<file path="config.mk">
export PLATFORM = sky130hd
export DESIGN_NAME = instr_encoder
export DESIGN_NICKNAME = d
export VERILOG_FILES = /design/src/rtl/instr_encoder.sv
export SDC_FILE = /design/constraint.sdc
export NUM_CORES = 1
export LEC_CHECK = 0
export BUFFER_PORTS_ARGS = -buffer_cell sky130_fd_sc_hd__buf_4
export CORE_MARGIN = 2
export CORE_UTILIZATION = 48
export CTS_BUF_LIST = sky130_fd_sc_hd__clkbuf_8 sky130_fd_sc_hd__clkbuf_16
export CTS_CLUSTER_DIAMETER = 30
export DETAILED_ROUTE_END_ITERATION = 8
export PLACE_DENSITY = 0.83
export SETUP_SLACK_MARGIN = 0.3
export SLEW_MARGIN = 25
export SYNTH_ARGS = -nofsm -noshare
export SYNTH_HDL_FRONTEND = slang
export SYNTH_SLANG_ARGS = --single-unit
export TNS_END_PERCENT = 1
</file>
<file path="constraint.sdc">
create_clock -name clk -period 2.3 [get_ports clk]
set_input_delay 0.115 -clock clk [delete_from_list [all_inputs] [get_ports clk]]
set_output_delay 0.115 -clock clk [all_outputs]
set_load 0.01 [all_outputs]
</file>
<file path="src/rtl/instr_encoder.sv">
// Instruction encoder and instruction-memory loader: assembles descriptors into MIPS words
// and writes them to consecutive addresses from a programmable base.
module instr_encoder #(
   parameter int unsigned ADDR_W = 8
) (
   input  logic              clk,
   input  logic              rst_n,
   input  logic              start,
   input  logic [ADDR_W-1:0] base_addr,
   input  logic              in_valid,
   output logic              in_ready,
   input  logic              in_last,
   input  logic [3:0]        op_sel,
   input  logic [4:0]        rs,
   input  logic [4:0]        rt,
   input  logic [4:0]        rd,
   input  logic [15:0]       imm,
   input  logic [25:0]       target,
   output logic              im_we,
   output logic [ADDR_W-1:0] im_addr,
   output logic [31:0]       im_wdata,
   output logic [ADDR_W:0]   count,
   output logic              done,
   output logic              err,
   output logic [1:0]        err_code
);

   localparam logic [1:0] StIdle = 2'd0;
   localparam logic [1:0] StRun  = 2'd1;
   localparam logic [1:0] StDone = 2'd2;
   localparam logic [1:0] StErr  = 2'd3;

   localparam logic [ADDR_W:0] Full = {1'b1, {ADDR_W{1'b0}}};

   logic [1:0]        state_q, state_d;
   logic [ADDR_W-1:0] ptr_q, ptr_d;
   logic [ADDR_W:0]   count_q, count_d;
   logic              we_q, we_d;
   logic [ADDR_W-1:0] addr_q, addr_d;
   logic [31:0]       wdata_q, wdata_d;
   logic [1:0]        code_q, code_d;
   logic [31:0]       word;
   logic              legal;
   logic              full;

   always_comb begin
      legal = 1'b1;
      word  = '0;
      case (op_sel)
         4'd0:    word = {6'b000000, rs, rt, rd, 5'b0, 6'b100001};
         4'd1:    word = {6'b000000, rs, rt, rd, 5'b0, 6'b100011};
         4'd2:    word = {6'b001101, rs, rt, imm};
         4'd3:    word = {6'b001001, rs, rt, imm};
         4'd4:    word = {6'b100011, rs, rt, imm};
         4'd5:    word = {6'b101011, rs, rt, imm};
         4'd6:    word = {6'b000100, rs, rt, imm};
         4'd7:    word = {6'b000010, target};
         4'd8:    word = {6'b001000, rs, rt, imm};
         4'd9:    word = {6'b001111, 5'b0, rt, imm};
         default: legal = 1'b0;
      endcase
   end

   assign full     = (count_q == Full);
   assign in_ready = (state_q == StRun) && !start && !full;

   // start wins over any same-cycle descriptor; in_ready is already low then
   always_comb begin
      state_d = state_q;
      ptr_d   = ptr_q;
      count_d = count_q;
      we_d    = 1'b0;
      addr_d  = addr_q;
      wdata_d = wdata_q;
      code_d  = code_q;
      if (start) begin
         state_d = StRun;
         ptr_d   = base_addr;
         count_d = '0;
         code_d  = 2'b00;
      end else if (state_q == StRun && in_valid) begin
         if (full) begin
            state_d = StErr;
            code_d  = 2'b10;
         end else if (legal) begin
            we_d    = 1'b1;
            addr_d  = ptr_q;
            wdata_d = word;
            ptr_d   = ptr_q + 1'b1;
            count_d = count_q + 1'b1;
            if (in_last) state_d = StDone;
         end else begin
            state_d = StErr;
            code_d  = 2'b01;
         end
      end
   end

   always_ff @(posedge clk or negedge rst_n) begin
      if (!rst_n) begin
         state_q <= StIdle;
         ptr_q   <= '0;
         count_q <= '0;
         we_q    <= 1'b0;
         addr_q  <= '0;
         wdata_q <= '0;
         code_q  <= 2'b00;
      end else begin
         state_q <= state_d;
         ptr_q   <= ptr_d;
         count_q <= count_d;
         we_q    <= we_d;
         addr_q  <= addr_d;
         wdata_q <= wdata_d;
         code_q  <= code_d;
      end
   end

   assign im_we    = we_q;
   assign im_addr  = addr_q;
   assign im_wdata = wdata_q;
   assign count    = count_q;
   assign done     = (state_q == StDone);
   assign err      = (state_q == StErr);
   assign err_code = code_q;

endmodule

</file>
## Word-level counts from Yosys, hierarchy flattened

Index checks and enable logic that the tools add are counted.

| word-level totals | value |
|---|---|
| bits in registers | 62 |
| input bits | 74 |

| cells by class | value |
|---|---|
| $add $sub $neg | 2 |
| eq/ne operators | 16 |
| multiplexer cells | 23 |
| bitwise operators | 2 |
| reductions and logical operators | 13 |

Operators by type and width:

| kind | count |
|---|---|
| 32-bit one-hot mux with 10 select lines | 1 |
| 9-bit 2-to-1 mux | 4 |
| 8-bit 2-to-1 mux | 4 |
| 2-bit 2-to-1 mux | 9 |
| 4-bit by 3-bit equality test with 1-bit output (second input constant) | 4 |
| 10-bit OR reduction | 1 |
| 9-bit by 1-bit adder with 9-bit output (second input constant) | 1 |
| 9-bit equality test (second input constant) | 1 |
| 8-bit by 1-bit adder with 8-bit output (second input constant) | 1 |
| 4-bit by 2-bit equality test with 1-bit output (second input constant) | 2 |
| 4-bit equality test (second input constant) | 2 |
| 1-bit 2-to-1 mux | 5 |
| 2-bit equality test (second input constant) | 2 |
| 4-bit by 1-bit equality test with 1-bit output (second input constant) | 1 |
| 4-bit zero test | 1 |
| 4-bit by 3-bit != test with 1-bit output (second input constant) | 1 |
| 2-bit AND reduction | 2 |
| 4-bit AND reduction | 1 |
| 2-bit nonzero test | 2 |
| 1-bit logical AND | 3 |
| 3-bit by 2-bit != test with 1-bit output (second input constant) | 1 |
| 3-bit AND reduction | 1 |
| 2-bit by 1-bit equality test with 1-bit output (second input constant) | 1 |
| 1-bit zero test | 2 |
| 2 further kinds | 3 |

## Longest topological paths before layout

Gate-level depths: netlist of the first run.

| logic depth | value |
|---|---|
| depth in word-level cells | 7 |
| depth in mapped cells | 7 |
| depth with buffers taken out | 6 |

## Worst setup path before layout of the first run

Ideal clock, no wire load.

| timing | value |
|---|---|
| path type | register -> register |
| from | register count_q[0] (netlist: count[0]) |
| to | register addr_q[0] (netlist: im_addr[0]) |
| library setup time | 0.128 ns |
| data arrival time | 1.910 ns |
| data required time | 2.172 ns |
| setup slack | 0.263 ns |
| stages on the path, launching flop included | 7 |
| buffers on the path | 1 |
| clock period less this slack | 2.037 ns |
| cell sequence | dfrtp_1 > inv_1 > ha_1 > and4bb_2 > a2111oi_4 > buf_4 > mux2_1 |

| between the ends | value |
|---|---|
| longest elaborated chain between the ends | 3 |

Ends and longest elaborated chain:

| element | line | RTL |
|---|---|---|
| start, declared | 37 | `logic [ADDR_W:0] count_q, count_d;` |
| start signal, assigned | 111 | `count_q <= count_d;` |
| 9-bit equality test | 64 | `assign full = (count_q == Full);` |
| 1-bit NOT (no line) | n/a |  |
| 4-bit AND reduction (no line) | n/a |  |
| end signal, assigned | 113 | `addr_q <= addr_d;` |
| end, declared | 39 | `logic [ADDR_W-1:0] addr_q, addr_d;` |

No other way between the ends.
A chain may end at the register's enable or synchronous reset.

## Worst setup path after layout of the first run

| timing | value |
|---|---|
| from | register count_q[1] (netlist: count[1]) |
| to | register wdata_q[13] (netlist: im_wdata[13]) |

| between the ends | value |
|---|---|
| longest elaborated chain between the ends | 3 |

Ends and longest elaborated chain:

| element | line | RTL |
|---|---|---|
| 9-bit equality test | 64 |  |
| 1-bit NOT (no line) | n/a |  |
| 4-bit AND reduction (no line) | n/a |  |
| end signal, assigned | 114 | `wdata_q <= wdata_d;` |
| end, declared | 40 | `logic [31:0] wdata_q, wdata_d;` |

No other way between the ends.

==> metrics.yaml, run 1 <==
hold_violations: 0
synth_top_family_by_area: "compound AO/OA/AOI/OAI gates"
criticalPathCategory: "reg -> reg"
syn-cell-area_sq_um: 3080
gp_congestion: 0.871
cp.arrival_ns: 2.33
synth_area_leaders: "dfrtp_1 50%, a21oi_1 6.3%, nor2_1 5.4%"
synthMuxAreaShare: 0.0532
peakVddDrop_uv: 534
synthXorXnorAreaFrac: 0.00569
clk_pin_slew_worst_paths_ns: 0.07
async_flop_share: 1.00
synth_nets: 389
rsz0062_at_grt: "yes"
htree_levels: 3
synth_top_area_share: 0.496
drc: 0
path_cells: "inv_1, ha_2, and4bb_2, a2111oi_4, buf_6, buf_6, clkbuf_16, nor2_1, a21oi_1"
fill_cells: 469
cp-end-kind: "flop"
dieWidth_microns: 84.1
maxSlewHeadroom: 0.482
synth-compound-area-share: 0.219
slowest_stage: "dfrtp_1"
wl_per_cell_microns: 17.6
synth_edf_count: 0
path_common_cell: "buf_6"
yosys.area_share.simple: 0.171
syn2layout_area_growth_pct: 48.0
netlist_instances: 312
via_per_inst: 5.82
dr.pass1.iters: 7
synth_fa_ha_area_frac: 0.0122
rows: 29
report.final.setup_viol: 0
worst_pin_slew_ns: 0.777
clock_sinks: 61
synth_flop_cell: "dfrtp_1"
cts_tree: "yes"
final_util: 0.726
hold_path_class: "in -> reg"
insertion_delay_ns: 0.33
grt_max_degree: 62
status: "finished, final reports clean"
max_stage_delay_ns: 0.42
ys_ff_latch: 61
totalWireLength_microns: 9400
antenna_found_initial: 0
yosys_warnings: 0
crit_required_ns: 2.55
clock_tree.root_cell: "clkbuf_8"
powerDensity_nw_per_um2: 725
critPathLaunchType: "flop"
drtAntennaViolNets: 0
place_ws_ns: 0.219
coreArea_sq_um: 6280
multi_input_area_sq_um: 1480
first_iter_violations: 307
placement.cell_area_sq_um: 4110
finClkSkew_ns: 0.00565
grt_pass1_vias: 2878
synth_top_cell_by_area: "dfrtp_1"
seq_area_sq_um: 1530
n_antenna_cell: 0
setup_ws_ns: 0.221
cap_viol_max_count: 0
grt_pass1_wl_microns: 14100
seq_area_frac_synth: 0.496
grt_overflow_total: 0
final_common_cell: "buf_4"
cp_max_fo: 15
fp.dieArea_sq_um: 7070
ios: 129
numPortBuffers: 127
fin_crit_ns: 2.08
finalCritPeriodShare: 0.904
avgSynthCellArea_sq_um: 9.87
clock_path_buffers: 2
hpwl_microns: 5970
drive_gt1_frac: 0.411
nets: 529
grt_usage: 0.247
start_util: 0.491
slew_violations: 0
dieHeight_microns: 84.1
leakagePower_uw: 0.00207
synth_cell_types: 51
cts_made_buffers: 9
setup_tns_ns: 0
routed-via-count: 3107
final_cell_mix: "137 x buf_4, 60 x dfrtp_1, 43 x nor2_1"
fmax_mhz: 481
final_cell_area_sq_um: 4560
==> sequential cells by signal (all words and copies together) (netlist names) <==
register,cells
count,9
err_code,2
im_wdata,31
state_q,2
im_we,1
im_addr,8
ptr_q,8
==> per-stage QoR <==
step,power (uW),std cells,hold WS (ns)
final,3310,534,0.0581
after detailed placement,2400,500,0.240
after floorplan,1860,312,-0.181
after CTS,3270,521,0.0275
after global routing,3480,534,0.0418
after global placement,2370,500,0.233
==> synthesized netlist by cell type (2+ instances only) <==
cell       n
dfrtp_1   61
nor2_1    44
a21oi_1   39
a22oi_1   18
nand2_1   12
clkbuf_1   9
nand3_1    9
buf_2      8
inv_1      8
o21ai_0    8
mux2_1     7
nor2b_1    7
a31oi_1    6
a222oi_1   5
o31ai_1    5
mux2_2     4
nand4_1    4
o21a_1     4
or3_1      4
or4_1      4
a211oi_1   3
and2_1     3
buf_4      3
ha_1       3
a221oi_1   2
mux2_4     2
nand2b_1   2
nand3b_1   2
nor3_1     2
o221ai_1   2
xnor2_1    2
==> area by class of cell <==
cell class              instances  area share
multi-input cells             222       0.325
well taps                      77      0.0211
inverters                       8     0.00659
clock inverters                 5     0.00549
repair buffers                150       0.273
flip-flops and latches         61       0.335
clock buffers                  11      0.0332
==> worst max-delay path: cells and delay by family (launching register included) <==
family	cells	cell delay (ns)
buffers and inverters	4	0.54
AND/OR/NAND/NOR	2	0.32
adder cells (fa/ha/maj)	1	0.18
flip-flops	1	0.42
AO/OA/AOI/OAI	2	0.54
==> what timing repair did <==
item	CTS	global route
buffers inserted	1	11
hold buffers	3	0
hold endpoints to repair	63	0
pin swaps	1	2
gates cloned	1	2
setup endpoints to repair	14	47
resized for setup	0	16
==> where the power goes <==
group	internal [uW]	switching (uW)	total, uW
Sequential	1280	143	1430
Clock	440	410	851
Combinational	564	465	1030
Total	2290	1020	3310
==> worst paths after layout <==
path / from / to / slack, ns / cells after the start
worst min register to register: im_wdata[29]$_DFFE_PN0P_ / im_wdata[29]$_DFFE_PN0P_ / 0.51 / 1
worst max register to register: count[1]$_DFFE_PN0P_ / im_wdata[13]$_DFFE_PN0P_ / 0.22 / 9
max in group asynchronous: rst_n / count[0]$_DFFE_PN0P_ / 1.35 / 2
worst max-delay path: count[1]$_DFFE_PN0P_ / im_wdata[13]$_DFFE_PN0P_ / 0.22 / 9
worst min-delay path: base_addr[7] / ptr_q[7]$_DFFE_PN0P_ / 0.06 / 3
min in group asynchronous: rst_n / count[2]$_DFFE_PN0P_ / 0.42 / 2
==> logic make-up (layout without fill, tap and decap cells) <==
kind of cell               Yosys count  after routing
AOI/OAI and AO/OA                  100            100
xor gates and xnor gates             2              2
adders and majority gates            3              3
buffers and inverters               29            174
DFF                                 61             61
muxes                               14             14
other                                1              1
and+or+nand+nor                    102            102
==> routing by layer <==
| layer | wire length [microns] | global-route usage | vias to the layer above |
|---|---|---|---|
| met5 | 0 | 0 | - |
| met4 | 218 | 0.103 | 0 |
| met3 | 501 | 0.0455 | 23 |
| met2 | 4780 | 0.396 | 127 |
| met1 | 3900 | 0.329 | 1528 |
| li1 | - | - | 1429 |
No activity file was read; power rests on OpenSTA's default activity.
==> inputs of run 2 (changes only) <==
--- a/config.mk
+++ b/config.mk
@@ -6,7 +6,7 @@
 export NUM_CORES = 1
 export LEC_CHECK = 0
 export BUFFER_PORTS_ARGS = -buffer_cell sky130_fd_sc_hd__buf_4
-export CORE_MARGIN = 2
+export CORE_MARGIN = 5
 export CORE_UTILIZATION = 48
 export CTS_BUF_LIST = sky130_fd_sc_hd__clkbuf_8 sky130_fd_sc_hd__clkbuf_16
 export CTS_CLUSTER_DIAMETER = 30
==> run 2 against run 1 <==
Net effect:
- routed wire length grew 2.5%
- clock power grew 39%
- global-route usage shrank 3.2 points
- final area grew 1.2%
- via count shrank 3.1%
- die area grew 15%
- setup slack gained 0.050 ns
==> metrics.yaml, run 2 (synthesis gave the netlist of run 1 again) <==
slew_violations: 0  # unchanged
first_iter_violations: 274  # -11%
met2_wirelength_microns: 4990  # +4.4%
cp_max_fo: 5  # -10
numPortBuffers: 127  # unchanged
grt_pass1_vias: 3030  # +5.3%
cap_viol_max_count: 0  # unchanged
largest_register_ff_count: 31  # unchanged
fin_crit_ns: 2.03  # -0.0499 ns
wl_per_cell_microns: 18.0  # +2.5%
rsz0062_at_grt: "yes"
drc: 0  # unchanged
cts_tree: "yes"
drive_gt1_frac: 0.411  # unchanged
insertion_delay_ns: 0.33  # about the same
clk_pin_slew_worst_paths_ns: 0.07  # about the same
start_util: 0.491  # unchanged
peakVddDrop_uv: 463  # -13%
routed-via-count: 3010  # -3.1%
setup_ws_ns: 0.271  # +0.0499 ns
antenna_found_initial: 0  # unchanged
report.final.setup_viol: 0  # unchanged
setup_tns_ns: 0  # unchanged
final_cell_mix: "138 x buf_4, 60 x dfrtp_1, 43 x nor2_1"
finClkSkew_ns: 0.00760  # +0.00195 ns
n_antenna_cell: 0  # unchanged
via_per_inst: 5.64  # -3.1%
criticalPathCategory: "reg -> reg"
syn2layout_area_growth_pct: 49.7
htree_levels: 3  # unchanged
nets: 529  # unchanged
place_ws_ns: 0.194  # -0.0242 ns
finalCritPeriodShare: 0.882  # -0.0217
hold_violations: 0  # unchanged
clock_path_buffers: 2  # unchanged
cts_made_buffers: 9  # unchanged
grt_pass1_wl_microns: 14600  # +4.1%
cp-end-kind: "flop"
coreArea_sq_um: 6280  # unchanged
maxSlewHeadroom: 0.491  # +0.00894
fmax_mhz: 493  # +2.5%
dr.pass1.iters: 5  # -2
gp_congestion: 0.842  # -3.3%
crit_required_ns: 2.51  # -0.04 ns
dieHeight_microns: 90.1  # +7.1%
clock_sinks: 61  # unchanged
ios: 129  # unchanged
leakagePower_uw: 0.00208  # +0.48%
hpwl_microns: 6330  # +6.0%
grt_max_degree: 62  # unchanged
worst_pin_slew_ns: 0.764  # -0.0134 ns
dieWidth_microns: 90.1  # +7.1%
drtAntennaViolNets: 0  # unchanged
status: "finished, final reports clean"
powerDensity_nw_per_um2: 788  # +8.7%
rows: 29  # unchanged
fp.dieArea_sq_um: 8120  # +15%
dr_wl_met3_microns: 665  # +33%
route.layer.met1.wl_microns: 3810  # -2.3%
clock_tree.root_cell: "clkbuf_8"
grt_usage: 0.215  # -0.0321
hold_path_class: "in -> reg"
critPathLaunchType: "flop"
final_common_cell: "buf_4"
totalWireLength_microns: 9630  # +2.5%
top_layer_used: "met4"
grt_overflow_total: 0  # unchanged
cp.arrival_ns: 2.24  # -0.09 ns
[run 2: changes by cell type in the layout (fill, tap and decap cells not counted), moves of 2 or more]
cell        delta
mux2_4         -2
bufinv_16      +3
clkinvlp_4     +2
mux2_2         +2
clkinv_2       -4
[run 2: path summary, 6_finish.rpt]
path,startpoint,endpoint,slack (ns),cells past startpoint
worst max register to register,count[0]$_DFFE_PN0P_,im_wdata[31]$_DFFE_PN0P_,0.27,7
worst min register to register,im_wdata[28]$_DFFE_PN0P_,im_wdata[28]$_DFFE_PN0P_,0.49,1
min in group asynchronous,rst_n,count[3]$_DFFE_PN0P_,0.40,2
worst max-delay path,count[0]$_DFFE_PN0P_,im_wdata[31]$_DFFE_PN0P_,0.27,7
max in group asynchronous,rst_n,count[0]$_DFFE_PN0P_,1.37,2
worst min-delay path,base_addr[4],ptr_q[4]$_DFFE_PN0P_,0.03,3
[run 2: timing repair]
action	CTS	global route
gates resized for setup	0	9
cloned	1	3
setup endpoints to repair	14	42
hold buffers	3	0
buffers inserted	1	8
hold endpoints to repair	63	0
pin swaps	1	2
[run 2: worst max-delay path, cell delays in order, from the launching register on]
cell	delay (ns)
dfrtp_2	0.40
inv_2	0.05
ha_4	0.15
and4bb_2	0.26
a2111oi_4	0.42
buf_6	0.21
buf_12	0.13
mux2_4	0.29
[run 2: cell type report]
| cell class | instances | area [sq um] |
|---|---|---|
| clock inverter | 6 | 110 |
| timing repair buffer | 150 | 1230 |
| multi-input combinational | 222 | 1480 |
| inverter | 8 | 30.0 |
| tap | 77 | 96.3 |
| fill | 455 | 1670 |
| clock buffer | 10 | 138 |
| sequential | 61 | 1530 |
[run 2: per-stage QoR]
stage / hold WS [ns] / power [uW] / cell area, sq um / cells / utilization
final: 0.0279 / 3630 / 4610 / 534 / 0.734
after global routing: 0.0391 / 3810 / 4610 / 534 / 0.734
after CTS: 0.0175 / 3600 / 4440 / 523 / 0.708
after detailed placement: 0.234 / 2410 / 4120 / 502 / 0.657
after global placement: 0.229 / 2370 / 4120 / 502 / 0.657
after floorplan: -0.181 / 1860 / 3110 / 312 / -
[run 2: per-layer routing]
metal | vias to the layer above | GRT usage
li1 | 1435 | -
met1 | 1443 | 0.276
met2 | 119 | 0.353
met3 | 13 | 0.0476
met4 | 0 | 0.0844
met5 | - | 0
[run 2: power by group]
part,switching [uW],internal (uW)
clock,432,747
combinational,467,560
sequential,144,1280
==> inputs of run 3 (changes only) <==
--- a/config.mk
+++ b/config.mk
@@ -7,11 +7,11 @@
 export LEC_CHECK = 0
 export BUFFER_PORTS_ARGS = -buffer_cell sky130_fd_sc_hd__buf_4
 export CORE_MARGIN = 5
-export CORE_UTILIZATION = 48
-export CTS_BUF_LIST = sky130_fd_sc_hd__clkbuf_8 sky130_fd_sc_hd__clkbuf_16
+export CORE_UTILIZATION = 50
+export CTS_BUF_LIST = sky130_fd_sc_hd__clkbuf_4 sky130_fd_sc_hd__clkbuf_8
 export CTS_CLUSTER_DIAMETER = 30
 export DETAILED_ROUTE_END_ITERATION = 8
-export PLACE_DENSITY = 0.83
+export PLACE_DENSITY = 0.86
 export SETUP_SLACK_MARGIN = 0.3
 export SLEW_MARGIN = 25
 export SYNTH_ARGS = -nofsm -noshare
==> run 3 against run 2 <==
Net effect:
- global-route usage increased by 2.7 points
- fmax decreased by 8.5%
- combinational power about the same
- largest power group unchanged
- highest routed layer unchanged
==> metrics.yaml, run 3 (synthesis gave the netlist of run 1 again) <==
status: "finished, final reports clean"
cap_viol_max_count: 0  # unchanged
drtAntennaViolNets: 0  # unchanged
cp.arrival_ns: 2.46  # +0.22 ns
finClkSkew_ns: 0.0132  # +0.00562 ns
fill_cells: 395  # -13%
seq_area_sq_um: 1530  # unchanged
numPortBuffers: 127  # unchanged
grt_use_met2: 0.402  # +0.0494
cp-startpoint: "count[1]$_DFFE_PN0P_"
cts_made_buffers: 9  # unchanged
routed-via-count: 3114  # +3.5%
nets: 530  # +0.19%
grt_usage: 0.242  # +0.0268
clock_tree.root_cell: "clkbuf_8"
coreArea_sq_um: 5960  # -5.1%
setup_tns_ns: 0  # unchanged
final_cell_mix: "139 x buf_4, 60 x dfrtp_1, 44 x nor2_1"
dr.pass1.iters: 5  # unchanged
n_antenna_cell: 0  # unchanged
maxSlewHeadroom: 0.494  # +0.00293
dieWidth_microns: 88.5  # -1.8%
rr_worst_depth: 9  # +2
hpwl_microns: 6540  # +3.3%
grt_pass1_vias: 3031  # +0.033%
grt_max_degree: 62  # unchanged
pwr-share-clk: 0.293  # -0.032
grt_overflow_total: 0  # unchanged
totalWireLength_microns: 10000  # +3.9%
powerDensity_nw_per_um2: 763  # -3.2%
cp-end-kind: "flop"
first_iter_violations: 186  # -32%
drive_gt1_frac: 0.404  # -0.00745
grtUsageMet1: 0.296  # +0.0201
insertion_delay_ns: 0.34  # about the same
antenna_found_initial: 0  # unchanged
peakVddDrop_uv: 532  # +15%
leakagePower_uw: 0.00207  # -0.33%
via_per_inst: 5.84  # +3.6%
criticalPathCategory: "reg -> reg"
grt_pass1_wl_microns: 14400  # -1.5%
report.final.setup_viol: 0  # unchanged
netSwitchingFraction: 0.299  # +0.0117
drc: 0  # unchanged
syn2layout_area_growth_pct: 48.0
multi_input_area_sq_um: 1450  # -1.9%
hold_path_class: "in -> reg"
rows: 28  # -3.4%
ios: 129  # unchanged
gr-max-usage-layer: "met2"
clock_sinks: 61  # unchanged
cp_max_fo: 13  # +8
start_util: 0.517  # +0.0265
clock_path_buffers: 2  # unchanged
finalCritPeriodShare: 0.964  # +0.0820
seqPwrFrac: 0.411  # +0.018
cts_tree: "yes"
crit-reg2reg-launch: "count[1]$_DFFE_PN0P_"
htree_levels: 3  # unchanged
largest_register_ff_count: 31  # unchanged
fp.dieArea_sq_um: 7830  # -3.6%
fmax_mhz: 451  # -8.5%
use_met3: 0.0419  # -0.00568
clk_pin_slew_worst_paths_ns: 0.07  # about the same
critPathLaunchType: "flop"
crit_end: "im_wdata[11]$_DFFE_PN0P_"
hold_violations: 0  # unchanged
placement.cell_area_sq_um: 4120  # about the same
fin_crit_ns: 2.22  # +0.189 ns
worst_pin_slew_ns: 0.759  # -0.00439 ns
slew_violations: 0  # unchanged
switching_power_uw: 1040  # -0.35%
gp_congestion: 0.773  # -8.3%
final_common_cell: "buf_4"
rsz0062_at_grt: "yes"
p_int_uw: 2440  # -5.8%
comb_power_share: 0.295  # +0.012
crit_required_ns: 2.54  # +0.03 ns
final_cell_area_sq_um: 4560  # -1.1%
dieHeight_microns: 88.5  # -1.8%
r2r_end: "im_wdata[11]$_DFFE_PN0P_"
wl_per_cell_microns: 18.8  # +4.1%
r2r_slack_ns: 0.08  # -0.19 ns
-- run 3: worst min path at each step --
stage	from	endpoint	cells past startpoint
detailed placement	rst_n	count[2]$_DFFE_PN0P_	1
CTS	base_addr[3]	ptr_q[3]$_DFFE_PN0P_	3
finish	base_addr[3]	ptr_q[3]$_DFFE_PN0P_	3
global route	base_addr[3]	ptr_q[3]$_DFFE_PN0P_	3
global placement	rst_n	count[2]$_DFFE_PN0P_	1
floorplan	rst_n	count[0]$_DFFE_PN0P_	0
-- run 3: per-stage QoR --
stage	power, uW	util	hold slack [ns]	setup WS (ns)	cells
after CTS	3440	0.742	0.0295	0.260	522
after global routing	3640	0.765	0.0527	0.00733	533
after detailed placement	2420	0.692	0.233	0.179	500
after floorplan	1860	-	-0.181	0.286	312
final	3480	0.765	0.0367	0.0824	533
after global placement	2380	0.692	0.231	0.257	500
-- run 3: what timing repair did --
item                                    4_1_cts  5_1_grt
pin swaps                                     1        1
hold endpoints to repair                     64        0
gates cloned                                  1        4
resized for setup                             1        2
buffers inserted                              1        7
endpoints found under the setup margin       21       42
hold buffers                                  4        0
-- run 3: power groups by stage --
stage	clock, uW	sequential [uW]	combinational (uW)
after floorplan	0	1510	353
after CTS	1020	1430	996
after detailed placement	0	1440	974
after global routing	1080	1450	1110
after global placement	0	1430	944
final	1020	1430	1030
-- run 3: worst max-delay path, stage by stage, from the launching register on --
cell and delay, ns:
dfrtp_1 0.40, inv_1 0.07, ha_2 0.17, and4bb_2 0.26, a2111oi_4 0.47, buf_4 0.20
buf_4 0.15, buf_16 0.14, nor2_1 0.06, a21oi_1 0.20
-- run 3: final cells by class --
type,instances,area share
clock buffer,13,0.0379
clock inverter,3,0.00933
inverter,8,0.00659
multi-input combinational,222,0.318
sequential,61,0.335
tap,75,0.0206
timing repair buffer,151,0.272
-- run 3: routing by layer --
metal  up-vias  routed length (microns)
met5         -                        0
met4         0                      371
met3        34                      526
met2       128                     5210
met1      1518                     3890
li1       1434                        -
